**config.mk**
```make
export PLATFORM = sky130hd
export DESIGN_NAME = tdc_therm_encoder_flat
export DESIGN_NICKNAME = d
export VERILOG_FILES = /design/src/rtl/tdc_therm_encoder_pkg.sv /design/src/rtl/tdc_therm_encoder_if.sv /design/src/rtl/tdc_therm_encoder_popcount.sv /design/src/rtl/tdc_therm_encoder.sv /design/src/flat_wrapper.sv
export SDC_FILE = /design/constraint.sdc
export NUM_CORES = 1
export LEC_CHECK = 0
export ABC_CLOCK_PERIOD_IN_PS = 6250
export CELL_PAD_IN_SITES_DETAIL_PLACEMENT = 1
export CELL_PAD_IN_SITES_GLOBAL_PLACEMENT = 2
export CORE_ASPECT_RATIO = 1.75
export CORE_MARGIN = 1.5
export CORE_UTILIZATION = 34
export CTS_CLUSTER_DIAMETER = 60
export DETAILED_ROUTE_END_ITERATION = 16
export GPL_TIMING_DRIVEN = 1
export PLACE_DENSITY = 0.77
export SLEW_MARGIN = 10
export SYNTH_ARGS = -nofsm -noshare
export SYNTH_HDL_FRONTEND = slang
export SYNTH_SLANG_ARGS = --single-unit
export TNS_END_PERCENT = 100
```
**constraint.sdc**
```tcl
create_clock -name clk -period 6.25 [get_ports clk]
set_input_delay 1.25 -clock clk [delete_from_list [all_inputs] [get_ports clk]]
set_output_delay 1.25 -clock clk [all_outputs]
set_load 0.05 [all_outputs]
```
**src/rtl/tdc_therm_encoder_pkg.sv**
```systemverilog
// Shared constants and helpers for the TDC thermometer encoder.
// Optional feature macro used by the encoder: TDC_ENC_AVG_EN.
package tdc_pkg;

    localparam int N_DELAY_DEF  = 32;
    localparam int AVG_LOG2_DEF = 3;

    // Width needed to hold 0..n inclusive.
    function automatic int cnt_w(input int n);
        return $clog2(n) + 1;
    endfunction

    // Three-input majority vote used for bubble correction.
    function automatic logic maj3(input logic a, input logic b, input logic c);
        return (a & b) | (a & c) | (b & c);
    endfunction

endpackage

```
**src/rtl/tdc_therm_encoder_if.sv**
```systemverilog
// Snapshot input and result output channels of the thermometer encoder.
interface tdc_therm_encoder_if
    import tdc_pkg::*;
#(
    parameter int N_DELAY = N_DELAY_DEF,
    parameter int CNT_W   = cnt_w(N_DELAY)
);
    logic               in_valid;
    logic               in_ready;
    logic [N_DELAY-1:0] in_code;
    logic               out_valid;
    logic               out_ready;
    logic [CNT_W-1:0]   out_count;
    logic               out_bubble;
    logic               out_sat;

    modport master (
        output in_valid, in_code, out_ready,
        input  in_ready, out_valid, out_count, out_bubble, out_sat
    );

    modport slave (
        input  in_valid, in_code, out_ready,
        output in_ready, out_valid, out_count, out_bubble, out_sat
    );
endinterface

```
**src/rtl/tdc_therm_encoder_popcount.sv**
```systemverilog
// Combinational population count of the corrected thermometer code.
module tdc_popcount
    import tdc_pkg::*;
#(
    parameter int N_DELAY = N_DELAY_DEF,
    parameter int CNT_W   = cnt_w(N_DELAY)
) (
    input  logic [N_DELAY-1:0] code,
    output logic [CNT_W-1:0]   count
);

    // Sum of all tap bits; the result never exceeds N_DELAY.
    always_comb begin
        count = {CNT_W{1'b0}};
        for (int i = 0; i < N_DELAY; i++) begin
            count = count + CNT_W'(code[i]);
        end
    end

endmodule

```
**src/rtl/tdc_therm_encoder.sv**
```systemverilog
// Thermometer-to-binary encoder for the TDC delay line: majority bubble
// correction (S1), popcount and saturation flag into a valid/ready output
// register (S2). Reset rst_n is asynchronous and active-high.
// Optional macro TDC_ENC_AVG_EN: accumulate 2^AVG_LOG2 results and present
// only their truncated average with OR-ed bubble/saturation flags.
module tdc_therm_encoder
    import tdc_pkg::*;
#(
    parameter int N_DELAY  = N_DELAY_DEF,
    parameter int CNT_W    = cnt_w(N_DELAY)
`ifdef TDC_ENC_AVG_EN
    ,
    parameter int AVG_LOG2 = AVG_LOG2_DEF
`endif
) (
    input  logic               clk,
    input  logic               rst_n,
    tdc_therm_encoder_if.slave bus
);

    logic               ready_en_r;
    logic               advance_s;
    logic               in_ready_s;
    logic               accept_s;
    logic [N_DELAY+1:0] ext_s;
    logic [N_DELAY-1:0] corr_s;
    logic               bubble_s;
    logic               s1_valid_r;
    logic [N_DELAY-1:0] s1_code_r;
    logic               s1_bubble_r;
    logic [CNT_W-1:0]   pop_s;
    logic               sat_s;
    logic               out_valid_r;
    logic [CNT_W-1:0]   out_count_r;
    logic               out_bubble_r;
    logic               out_sat_r;

    // The whole pipeline moves only when the output register can take data.
    assign advance_s     = !out_valid_r || bus.out_ready;
    assign in_ready_s    = ready_en_r && advance_s;
    assign accept_s      = bus.in_valid && in_ready_s;
    assign bus.in_ready  = in_ready_s;
    assign bus.out_valid = out_valid_r;
    assign bus.out_count = out_count_r;
    assign bus.out_bubble = out_bubble_r;
    assign bus.out_sat   = out_sat_r;

    // Input readiness comes up one clock after reset is released.
    always_ff @(posedge clk or posedge rst_n) begin
        if (rst_n) begin
            ready_en_r <= 1'b0;
        end else begin
            ready_en_r <= 1'b1;
        end
    end

    // Majority correction with virtual taps: below bit 0 is 1, above the top is 0.
    always_comb begin
        ext_s  = {1'b0, bus.in_code, 1'b1};
        corr_s = {N_DELAY{1'b0}};
        for (int i = 0; i < N_DELAY; i++) begin
            corr_s[i] = maj3(ext_s[i], ext_s[i+1], ext_s[i+2]);
        end
        bubble_s = |(corr_s ^ bus.in_code);
    end

    // S1: corrected code and bubble flag, held while the output is stalled.
    always_ff @(posedge clk or posedge rst_n) begin
        if (rst_n) begin
            s1_valid_r  <= 1'b0;
            s1_code_r   <= {N_DELAY{1'b0}};
            s1_bubble_r <= 1'b0;
        end else if (advance_s) begin
            s1_valid_r <= accept_s;
            if (accept_s) begin
                s1_code_r   <= corr_s;
                s1_bubble_r <= bubble_s;
            end
        end
    end

    tdc_popcount #(
        .N_DELAY (N_DELAY),
        .CNT_W   (CNT_W)
    ) u_popcount (
        .code  (s1_code_r),
        .count (pop_s)
    );

    assign sat_s = &s1_code_r;

`ifdef TDC_ENC_AVG_EN
    localparam int ACC_W = CNT_W + AVG_LOG2;

    logic [ACC_W-1:0]    acc_r;
    logic [ACC_W-1:0]    acc_sum_s;
    logic [AVG_LOG2-1:0] win_cnt_r;
    logic                win_bub_r;
    logic                win_sat_r;
    logic                win_done_s;

    assign acc_sum_s  = acc_r + ACC_W'(pop_s);
    assign win_done_s = (win_cnt_r == {AVG_LOG2{1'b1}});

    // S2: accumulate a window of samples and publish only the averaged result.
    always_ff @(posedge clk or posedge rst_n) begin
        if (rst_n) begin
            out_valid_r  <= 1'b0;
            out_count_r  <= {CNT_W{1'b0}};
            out_bubble_r <= 1'b0;
            out_sat_r    <= 1'b0;
            acc_r        <= {ACC_W{1'b0}};
            win_cnt_r    <= {AVG_LOG2{1'b0}};
            win_bub_r    <= 1'b0;
            win_sat_r    <= 1'b0;
        end else if (advance_s) begin
            out_valid_r <= s1_valid_r && win_done_s;
            if (s1_valid_r) begin
                if (win_done_s) begin
                    out_count_r  <= CNT_W'(acc_sum_s >> AVG_LOG2);
                    out_bubble_r <= win_bub_r | s1_bubble_r;
                    out_sat_r    <= win_sat_r | sat_s;
                    acc_r        <= {ACC_W{1'b0}};
                    win_cnt_r    <= {AVG_LOG2{1'b0}};
                    win_bub_r    <= 1'b0;
                    win_sat_r    <= 1'b0;
                end else begin
                    acc_r     <= acc_sum_s;
                    win_cnt_r <= win_cnt_r + AVG_LOG2'(1'b1);
                    win_bub_r <= win_bub_r | s1_bubble_r;
                    win_sat_r <= win_sat_r | sat_s;
                end
            end
        end
    end
`else
    // S2: per-sample output register, held stable until the consumer takes it.
    always_ff @(posedge clk or posedge rst_n) begin
        if (rst_n) begin
            out_valid_r  <= 1'b0;
            out_count_r  <= {CNT_W{1'b0}};
            out_bubble_r <= 1'b0;
            out_sat_r    <= 1'b0;
        end else if (advance_s) begin
            out_valid_r <= s1_valid_r;
            if (s1_valid_r) begin
                out_count_r  <= pop_s;
                out_bubble_r <= s1_bubble_r;
                out_sat_r    <= sat_s;
            end
        end
    end
`endif

endmodule

```
**src/flat_wrapper.sv**
```systemverilog
// flat-port wrapper written by rule: the top's interface ports become plain ports
module tdc_therm_encoder_flat import tdc_pkg::*;
#(
    parameter int N_DELAY  = N_DELAY_DEF,
    parameter int CNT_W    = cnt_w(N_DELAY)

)
  (clk, rst_n, bus_in_valid, bus_in_code, bus_out_ready, bus_in_ready, bus_out_valid, bus_out_count, bus_out_bubble, bus_out_sat);
  tdc_therm_encoder_if #(.N_DELAY(N_DELAY), .CNT_W(CNT_W)) bus_i ();
  input  logic clk;
  input  logic rst_n;
  input wire logic [$bits(bus_i.in_valid)-1:0] bus_in_valid;
  input wire logic [$bits(bus_i.in_code)-1:0] bus_in_code;
  input wire logic [$bits(bus_i.out_ready)-1:0] bus_out_ready;
  output wire logic [$bits(bus_i.in_ready)-1:0] bus_in_ready;
  output wire logic [$bits(bus_i.out_valid)-1:0] bus_out_valid;
  output wire logic [$bits(bus_i.out_count)-1:0] bus_out_count;
  output wire logic [$bits(bus_i.out_bubble)-1:0] bus_out_bubble;
  output wire logic [$bits(bus_i.out_sat)-1:0] bus_out_sat;
  assign bus_i.in_valid = bus_in_valid;
  assign bus_i.in_code = bus_in_code;
  assign bus_i.out_ready = bus_out_ready;
  assign bus_in_ready = bus_i.in_ready;
  assign bus_out_valid = bus_i.out_valid;
  assign bus_out_count = bus_i.out_count;
  assign bus_out_bubble = bus_i.out_bubble;
  assign bus_out_sat = bus_i.out_sat;
  tdc_therm_encoder #(.N_DELAY(N_DELAY), .CNT_W(CNT_W)) u_core (.clk(clk), .rst_n(rst_n), .bus(bus_i));
endmodule
```
* Yosys cells after proc, flatten, opt, wreduce, memory -nomap -nowiden
Index checks and enable logic that the tools add are counted.
** Storage, ports and cells
- Flip-flop bits (word level) :: 44
- Bits of input ports :: 36
- Output and inout port bits :: 10
- Word-level logic and storage cells :: 171
** Operators by class
- $add $sub $neg :: 31
- Bitwise operators :: 124
- Reduce and logical (&&, ||, !) cells :: 8
** Operator list (count)
- $add 6x1->6 :: 26
- $or 1x1->1 :: 62
- $and 1x1->1 :: 61
- $reduce_and 32->1 :: 1
- $reduce_or 32->1 :: 1
- $xor 32x32->32 :: 1
- $add 5x1->6 :: 1
- $add 4x1->5 :: 1
- $add 3x1->4 :: 1
- $reduce_and 2->1 :: 2
- $add 2x1->3 :: 1
- $add 1x1->2 :: 1
- $logic_and 1x1->1 :: 2
- $logic_not 1->1 :: 1
- $logic_or 1x1->1 :: 1

* Depth between registers and ports, before layout
Gate-level depths: netlist of run 1.
- Word-level depth :: 31
- Mapped depth :: 16

* Cells and area by module
From an unflattened synthesis of run 1, not the netlist that was laid out.
** Second synthesis, totals
- Cell total of the unflattened synthesis :: 363
- Area, all modules :: 3201.8 um2
** By module, submodules not included
- tdc_therm_encoder :: instances 1, cells each 290, area each 2443.6 um2
- tdc_popcount :: instances 1, cells each 73, area each 758.2 um2

* Least setup slack after synthesis of run 1
Ideal clock, no wire load.
- Kind :: reg2reg
- Start :: register u_core.s1_code_r[0]
- End :: register u_core.out_count_r[4], in the netlist u_core.bus.out_count[4]
- Library setup time :: 0.135 ns
- Data arrival time :: 4.575 ns
- Required time :: 6.115 ns
- Setup slack :: 1.540 ns
- Stages on the path, launching flop included :: 17
- Path through :: dfrtp_1 -> fa_1 -> inv_1 -> fa_1 -> fa_1 -> fa_1 -> fa_1 -> fa_1 -> inv_1 -> ha_1 -> inv_1 -> fa_1 -> inv_1 -> a21o_1 -> a21oi_1 -> xor2_1 -> o21ai_0
** On the way
- Word-level cells in the longest chain between the ends :: 31
** RTL lines
- start: declaration :: RTL line tdc_therm_encoder.sv:29 : logic [N_DELAY-1:0] s1_code_r;
- start signal: assignment :: RTL line tdc_therm_encoder.sv:71 : s1_code_r <= {N_DELAY{1'b0}};
- start signal: assignment :: RTL line tdc_therm_encoder.sv:76 : s1_code_r <= corr_s;
- $add 1x1->2 :: RTL line tdc_therm_encoder_popcount.sv:16 : count = count + CNT_W'(code[i]);
- $add 2x1->3 :: RTL line tdc_therm_encoder_popcount.sv:16
- $add 3x1->4 :: RTL line tdc_therm_encoder_popcount.sv:16
- $add 4x1->5 :: RTL line tdc_therm_encoder_popcount.sv:16
- $add 5x1->6 :: RTL line tdc_therm_encoder_popcount.sv:16
- $add 6x1->6 (26 in a row) :: RTL line tdc_therm_encoder_popcount.sv:16
- end signal: assignment :: RTL line tdc_therm_encoder.sv:141 : out_count_r <= {CNT_W{1'b0}};
- end signal: assignment :: RTL line tdc_therm_encoder.sv:147 : out_count_r <= pop_s;
- end: declaration :: RTL line tdc_therm_encoder.sv:34 : logic [CNT_W-1:0] out_count_r;
Every way passes these cells.
A chain may end at the register's enable or synchronous reset.

* Final worst setup path of run 1
- Start :: register u_core.s1_code_r[17]
- End :: register u_core.out_count_r[4], in the netlist u_core.bus.out_count[4]
** On the way
- Word-level cells in the longest chain between the ends :: 15
** RTL lines (RTL line)
- $add 6x1->6 (15 in a row) :: tdc_therm_encoder_popcount.sv:16
Every way passes these cells.

==> out/metrics.cfg, run 1 <==
[critical_path]
cpMaxStageDelayCell=fa_1
critPathMaxFanout=3
cp_data_required_time_ns=6.41
start_kind=register
path_common_cell=fa_1
crit_path_end_kind=register
max_stage_delay_ns=0.61
cp_cell_sequence=fa_1 -> inv_1 -> fa_1 -> fa_1 -> fa_1 -> fa_1 -> fa_1 -> inv_1 -> ha_1 -> inv_1 -> fa_1 -> inv_1 -> a21o_1 -> a21oi_1 -> xor2_1 -> o21ai_0
critical_path_class=reg2reg
arrival_ns=5.09

[timing]
finClkSkew_ns=0.005281
slew_headroom_pct=38.04
rsz0062_at_grt=false
setup_tns_ns=0
period_minus_slack_ns=4.933
setup_viol=0
worst_slew_pin_slew_ns=0.9280
finalWorstSetupSlack_ns=1.317
fmax_mhz=202.7
hold_viol_final=0
slew_viol_final=0
final.period_utilization_pct=78.93

[clock_network]
cts_root_buf=clkbuf_16
clk_latency_ns=0.29
cts_made_buffers=5
cts_buffer_depth=2
cts-resized-gates=0
clkTransAtPathRegs_ns=0.06
cts_tree=built
numClockSinks=44
cts_setup_buffers=0
postCtsHoldBufs=0
htreeDepth=2

[route]
drt_pass1_iterations=4
viasPerCell=5.041
wl_met1_um=3395
vias=2556
drt_iter0_drc=76
drc=0
drt-total-wl_um=8503
top_layer=met4
wl_met3_um=149
dr_wl_met2_um=4684
antenna_left=0
wl_per_cell_um=16.77

[global_routing]
grt_max_degree=45
gr-total-overflow=0
grt_pass1_vias=2730
track_usage_pct=18.44
antenna_found_initial=0
grt_pass1_wl_um=13920

[cells_and_area]
area_growth_pct=21.12
final_cell_mix=52 x inv_1, 45 x clkdlybuf4s50_1, 44 x dfrtp_1
layout_commonest_cell=inv_1
stdcell_count=507
n_antenna_cell=0
drive_above_1_share_pct=3.618
num-nets-final=454
fillers=1070

[logic_synthesis]
ys_seq_area_share_pct=34.80
synth_area_um2=3164
synth_top_area_cell=dfrtp_1
synth-edff-count=0
yosys.area.top_type_share_pct=34.80
syn_inst=353
synth_area_leaders=dfrtp_1 35%, fa_1 15%, inv_1 6.3%
syn_avg_cell_area_um2=8.964
synth_top_flop_cell=dfrtp_1
synth-seq-cells=44
syn-num-nets=421
async_flop_share_pct=100.0
ys_warn_count=0
synth_cell_types=43

[placed_design]
dp_hpwl_um=6834
gp_congestion=0.8249
pre_cts_ws_ns=1.290
io_buffers=45
place_inst=499

[power]
power_leakage_uw=0.001702
power_uw=2511
peakVddDrop_v=0.0005040
p_per_area_nw_per_um2=655.1

[floorplanning]
die_area_um2=9917
pin_count=46
fp.coreArea_um2=9036
start_util_pct=35.02
die_w_um=75.93
fp-row-count=46
dieHeight_um=130.6

[run]
drv_cap=0

[min_path]
hp-class=reg2reg

[run_status]
status=complete, no violations

-- final timing paths --
path / startpoint / to / slack [ns] / cells past startpoint
worst max-delay path: u_core.s1_code_r[17] / u_core.bus.out_count[4] / 1.32 / 16
min in group asynchronous: rst_n / u_core.s1_code_r[25] / 1.49 / 2
worst max register to register: u_core.s1_code_r[17] / u_core.bus.out_count[4] / 1.32 / 16
worst min register to register: u_core.s1_valid_r / u_core.bus.out_valid / 0.46 / 2
max in group asynchronous: rst_n / u_core.s1_code_r[7] / 4.18 / 2
worst min-delay path: u_core.s1_valid_r / u_core.bus.out_valid / 0.46 / 2
-- cell usage after synthesis (6+ instances only) --
cell type,count
o21ai_0,27
clkbuf_1,8
buf_2,6
nand4_1,9
o211ai_1,6
ha_1,8
fa_1,24
inv_1,53
a21oi_1,27
nand2_1,40
nor2_1,18
maj3_1,10
o31ai_1,16
dfrtp_1,44
-- cell families (layout without fill, tap and decap cells) --
group           after synthesis  after routing  synth area share (%)
xor+xnor                      3              3                0.8305
compound gates               99             99                 20.01
buf+inv                      75            109                 9.253
mux                           2              2                0.7117
other cells                   1              1                0.1185
simple gates                 87             87                 12.77
fa+ha+maj                    42             42                 21.51
flops                        44             44                 34.80
-- flip-flops by register name, summed over array words and instances (netlist names) --
name and flops:
u_core.bus.out_valid 1, u_core.ready_en_r 1, u_core.s1_code_r 32, u_core.bus.out_count 6, u_core.s1_bubble_r 1, u_core.bus.out_bubble 1, u_core.bus.out_sat 1, u_core.s1_valid_r 1
-- layout make-up --
cell class | count | area, um2 | area share (%)
multi-input cells | 234 | 1770 | 46.20
inverters | 55 | 206.4 | 5.387
repair buffers | 46 | 457.9 | 11.95
flip-flops and latches | 44 | 1101 | 28.73
well taps | 120 | 150.1 | 3.918
clock buffers | 8 | 146.4 | 3.820
-- metrics by stage --
step	util, %	instance area [um2]	hold slack (ns)
after global placement	40.79	3686	0.4516
after detailed placement	40.79	3686	0.4539
after floorplan	-	3164	0.4365
final	42.41	3832	0.4643
after CTS	42.41	3832	0.4694
after global routing	42.41	3832	0.5177
-- power by group --
group | leakage [uW] | internal (uW) | total [uW] | switching, uW
Sequential | 0.000542 | 346 | 390 | 43.7
Combinational | 0.00109 | 847 | 1860 | 1010
Clock | 0.0000712 | 159 | 264 | 105
-- worst max-delay path, delay by kind of cell (launching register included) --
family | cells | cell delay [ns]
xor+xnor | 1 | 0.15
flops | 1 | 0.41
compound gates | 3 | 0.42
buf+inv | 4 | 0.23
fa+ha+maj | 8 | 3.60
-- per-layer routing --
layer,vias to the layer above,track usage [%]
met3,12,2.222
met5,-,0
met2,47,35.88
met1,1236,19.89
met4,0,8.497
li1,1261,-
Power figures use the tool's default switching activity.
==> run 2, diff against run 1 <==
- ABC_CLOCK_PERIOD_IN_PS: 6250 -> 4300
- CORE_UTILIZATION: 34 -> 30
- PLACE_DENSITY: 0.77 -> 0.72
- clock period: 6.25 -> 4.3 ns (I/O delays scaled with it)
==> run 2 against run 1 <==
Effect of this change: the run now ends with negative setup slack left; utilization decreased by 2.9 points; first-iteration DRC count is 17% lower; cell area is 6.1% higher; clock skew rose by 0.0015 ns; highest routed layer unchanged; count of clock-buffer cells in the layout fell by 3; sequential cell count did not move; critical path type unchanged; fmax grew 6.5%.
==> out/metrics.cfg, run 2 (synthesized netlist as in run 1, its figures left out) <==
[run_status]
status=finished, violations left
violations=negative setup slack

[global_routing]
grt_pass1_vias=2839
gr-total-overflow=0
antenna_found_initial=0
grt_max_degree=45
track_usage_pct=17.37
grt_pass1_wl_um=14510

[critical_path]
worstReg2RegStart=u_core.s1_code_r[23]
critPathMaxFanout=2
crit_path_end_kind=register
arrival_ns=4.79
start_kind=register
cp_data_required_time_ns=4.46
critical_path_class=reg2reg
startpoint=u_core.s1_code_r[23]

[timing]
rsz0062_at_grt=true
hold_viol_final=0
fmax_mhz=215.9
slew_viol_final=0
finClkSkew_ns=0.006820
setup_viol=5
worst_slew_pin_slew_ns=0.9519
finalWorstSetupSlack_ns=-0.3317
slew_headroom_pct=36.54
period_minus_slack_ns=4.632
final.period_utilization_pct=107.7

[cells_and_area]
final_cell_mix=48 x inv_1, 45 x clkdlybuf4s50_1, 44 x dfrtp_1
layout_commonest_cell=inv_1
largest_reg_flops=32
utilization_pct=39.47
top_register=u_core.s1_code_r
drive_above_1_share_pct=11.25
area_growth_pct=28.47
n_antenna_cell=0
num-nets-final=477

[power]
power_leakage_uw=0.001828
p_comb_share_pct=76.0
switching_share_pct=43.21
power.net_switching_uw=1890
seqPwrFrac_pct=12.8
power_uw=4375
internal_power_uw=2485
clockPowerShare_pct=11.2
p_per_area_nw_per_um2=1076
peakVddDrop_v=0.001168

[route]
drt_iter0_drc=63
antenna_left=0
wl_per_cell_um=16.69
drt-total-wl_um=8947
drc=0
vias=2651
drt_pass1_iterations=4
viasPerCell=4.946

[clock_network]
cts_buffer_depth=2
cts_made_buffers=5
postCtsHoldBufs=0
numClockSinks=44
cts_root_buf=clkbuf_16
clk_latency_ns=0.29
cts_tree=built
clkTransAtPathRegs_ns=0.06
htreeDepth=2

[floorplanning]
die_area_um2=11200
dieHeight_um=138.9
fp-row-count=49
start_util_pct=30.72
die_w_um=80.64
fp.coreArea_um2=10300
pin_count=46

[placed_design]
pre_cts_ws_ns=-0.3831
dp_hpwl_um=7292
gp_congestion=0.7899
io_buffers=45

[run]
drv_cap=0

[min_path]
worstHoldStart=u_core.s1_valid_r
hp-class=reg2reg

## run 2: cell count changes in the layout (fill, tap and decap cells not counted), moves of 2 or more
cell and change:
a21oi_1 -2, a21oi_2 +2, buf_4 +23, bufinv_16 +2, clkbuf_1 -2, inv_1 -4
inv_2 +4, o21ai_0 -3, o21ai_1 +3
## run 2: power by group through the flow
stage	combinational (uW)	clock (uW)	sequential, uW
final	3320	490	560
after global routing	3810	519	572
after CTS	3400	503	562
after detailed placement	3360	0	568
after global placement	3180	0	564
after floorplan	2150	0	637
## run 2: stage by stage
stage	cells	hold WS, ns	area (um2)	setup TNS (ns)
after floorplan	353	0.4365	3177	-0.2096
after CTS	535	0.4826	4058	-1.181
after global placement	525	0.4502	3850	-0.8228
after global routing	536	0.5147	4065	-1.829
after detailed placement	525	0.4715	3850	-1.290
final	536	0.4852	4065	-1.069
## run 2: worst paths after layout
kind | endpoint | slack (ns) | cells after the start
min in group asynchronous | u_core.s1_code_r[24] | 1.10 | 2
setup / recovery | u_core.bus.out_count[4] | -0.33 | 16
setup reg to reg | u_core.bus.out_count[4] | -0.33 | 16
hold / removal | u_core.bus.out_valid | 0.49 | 2
max in group asynchronous | u_core.s1_code_r[4] | 2.60 | 2
hold reg to reg | u_core.bus.out_valid | 0.49 | 2
## run 2: layout make-up
cell class / instances / area (um2)
flip-flops and latches: 44 / 1101
clock buffers: 5 / 125.1
inverters: 55 / 206.4
multi-input cells: 234 / 1783
clock inverters: 2 / 60.06
well taps: 127 / 158.9
fillers: 1210 / 6235
repair buffers: 69 / 630.6
## run 2: worst max-delay path: stages, from the launching register on
cell and delay, ns:
dfrtp_1 0.36, inv_2 0.05, fa_1 0.59, fa_1 0.45, fa_1 0.54, fa_1 0.45, fa_1 0.51, fa_1 0.40
inv_1 0.07, ha_2 0.19, inv_2 0.04, fa_2 0.36, inv_1 0.06, a21o_1 0.11, a21oi_2 0.05, xor2_1 0.17
o21ai_1 0.07
## run 2: repair_timing
item / 4_1_cts / 5_1_grt
pin swaps: 2 / 3
gates resized for setup: 4 / 1
setup endpoints to repair: 5 / 5
buffers inserted: 3 / 1
cloned: 0 / 0
## run 2: per-layer routing
metal | vias up | wire [um] | GRT usage, %
met5 | - | 0 | 0
met4 | 0 | 365 | 8.893
met3 | 15 | 146 | 1.842
met2 | 44 | 4886 | 31.09
met1 | 1291 | 3549 | 19.71
li1 | 1301 | - | -
==> run 3, diff against run 2 <==
- CAP_MARGIN: not set -> 5
==> results of run 3 <==
No change in the layout: final DEF, timing and power equal those of run 2.
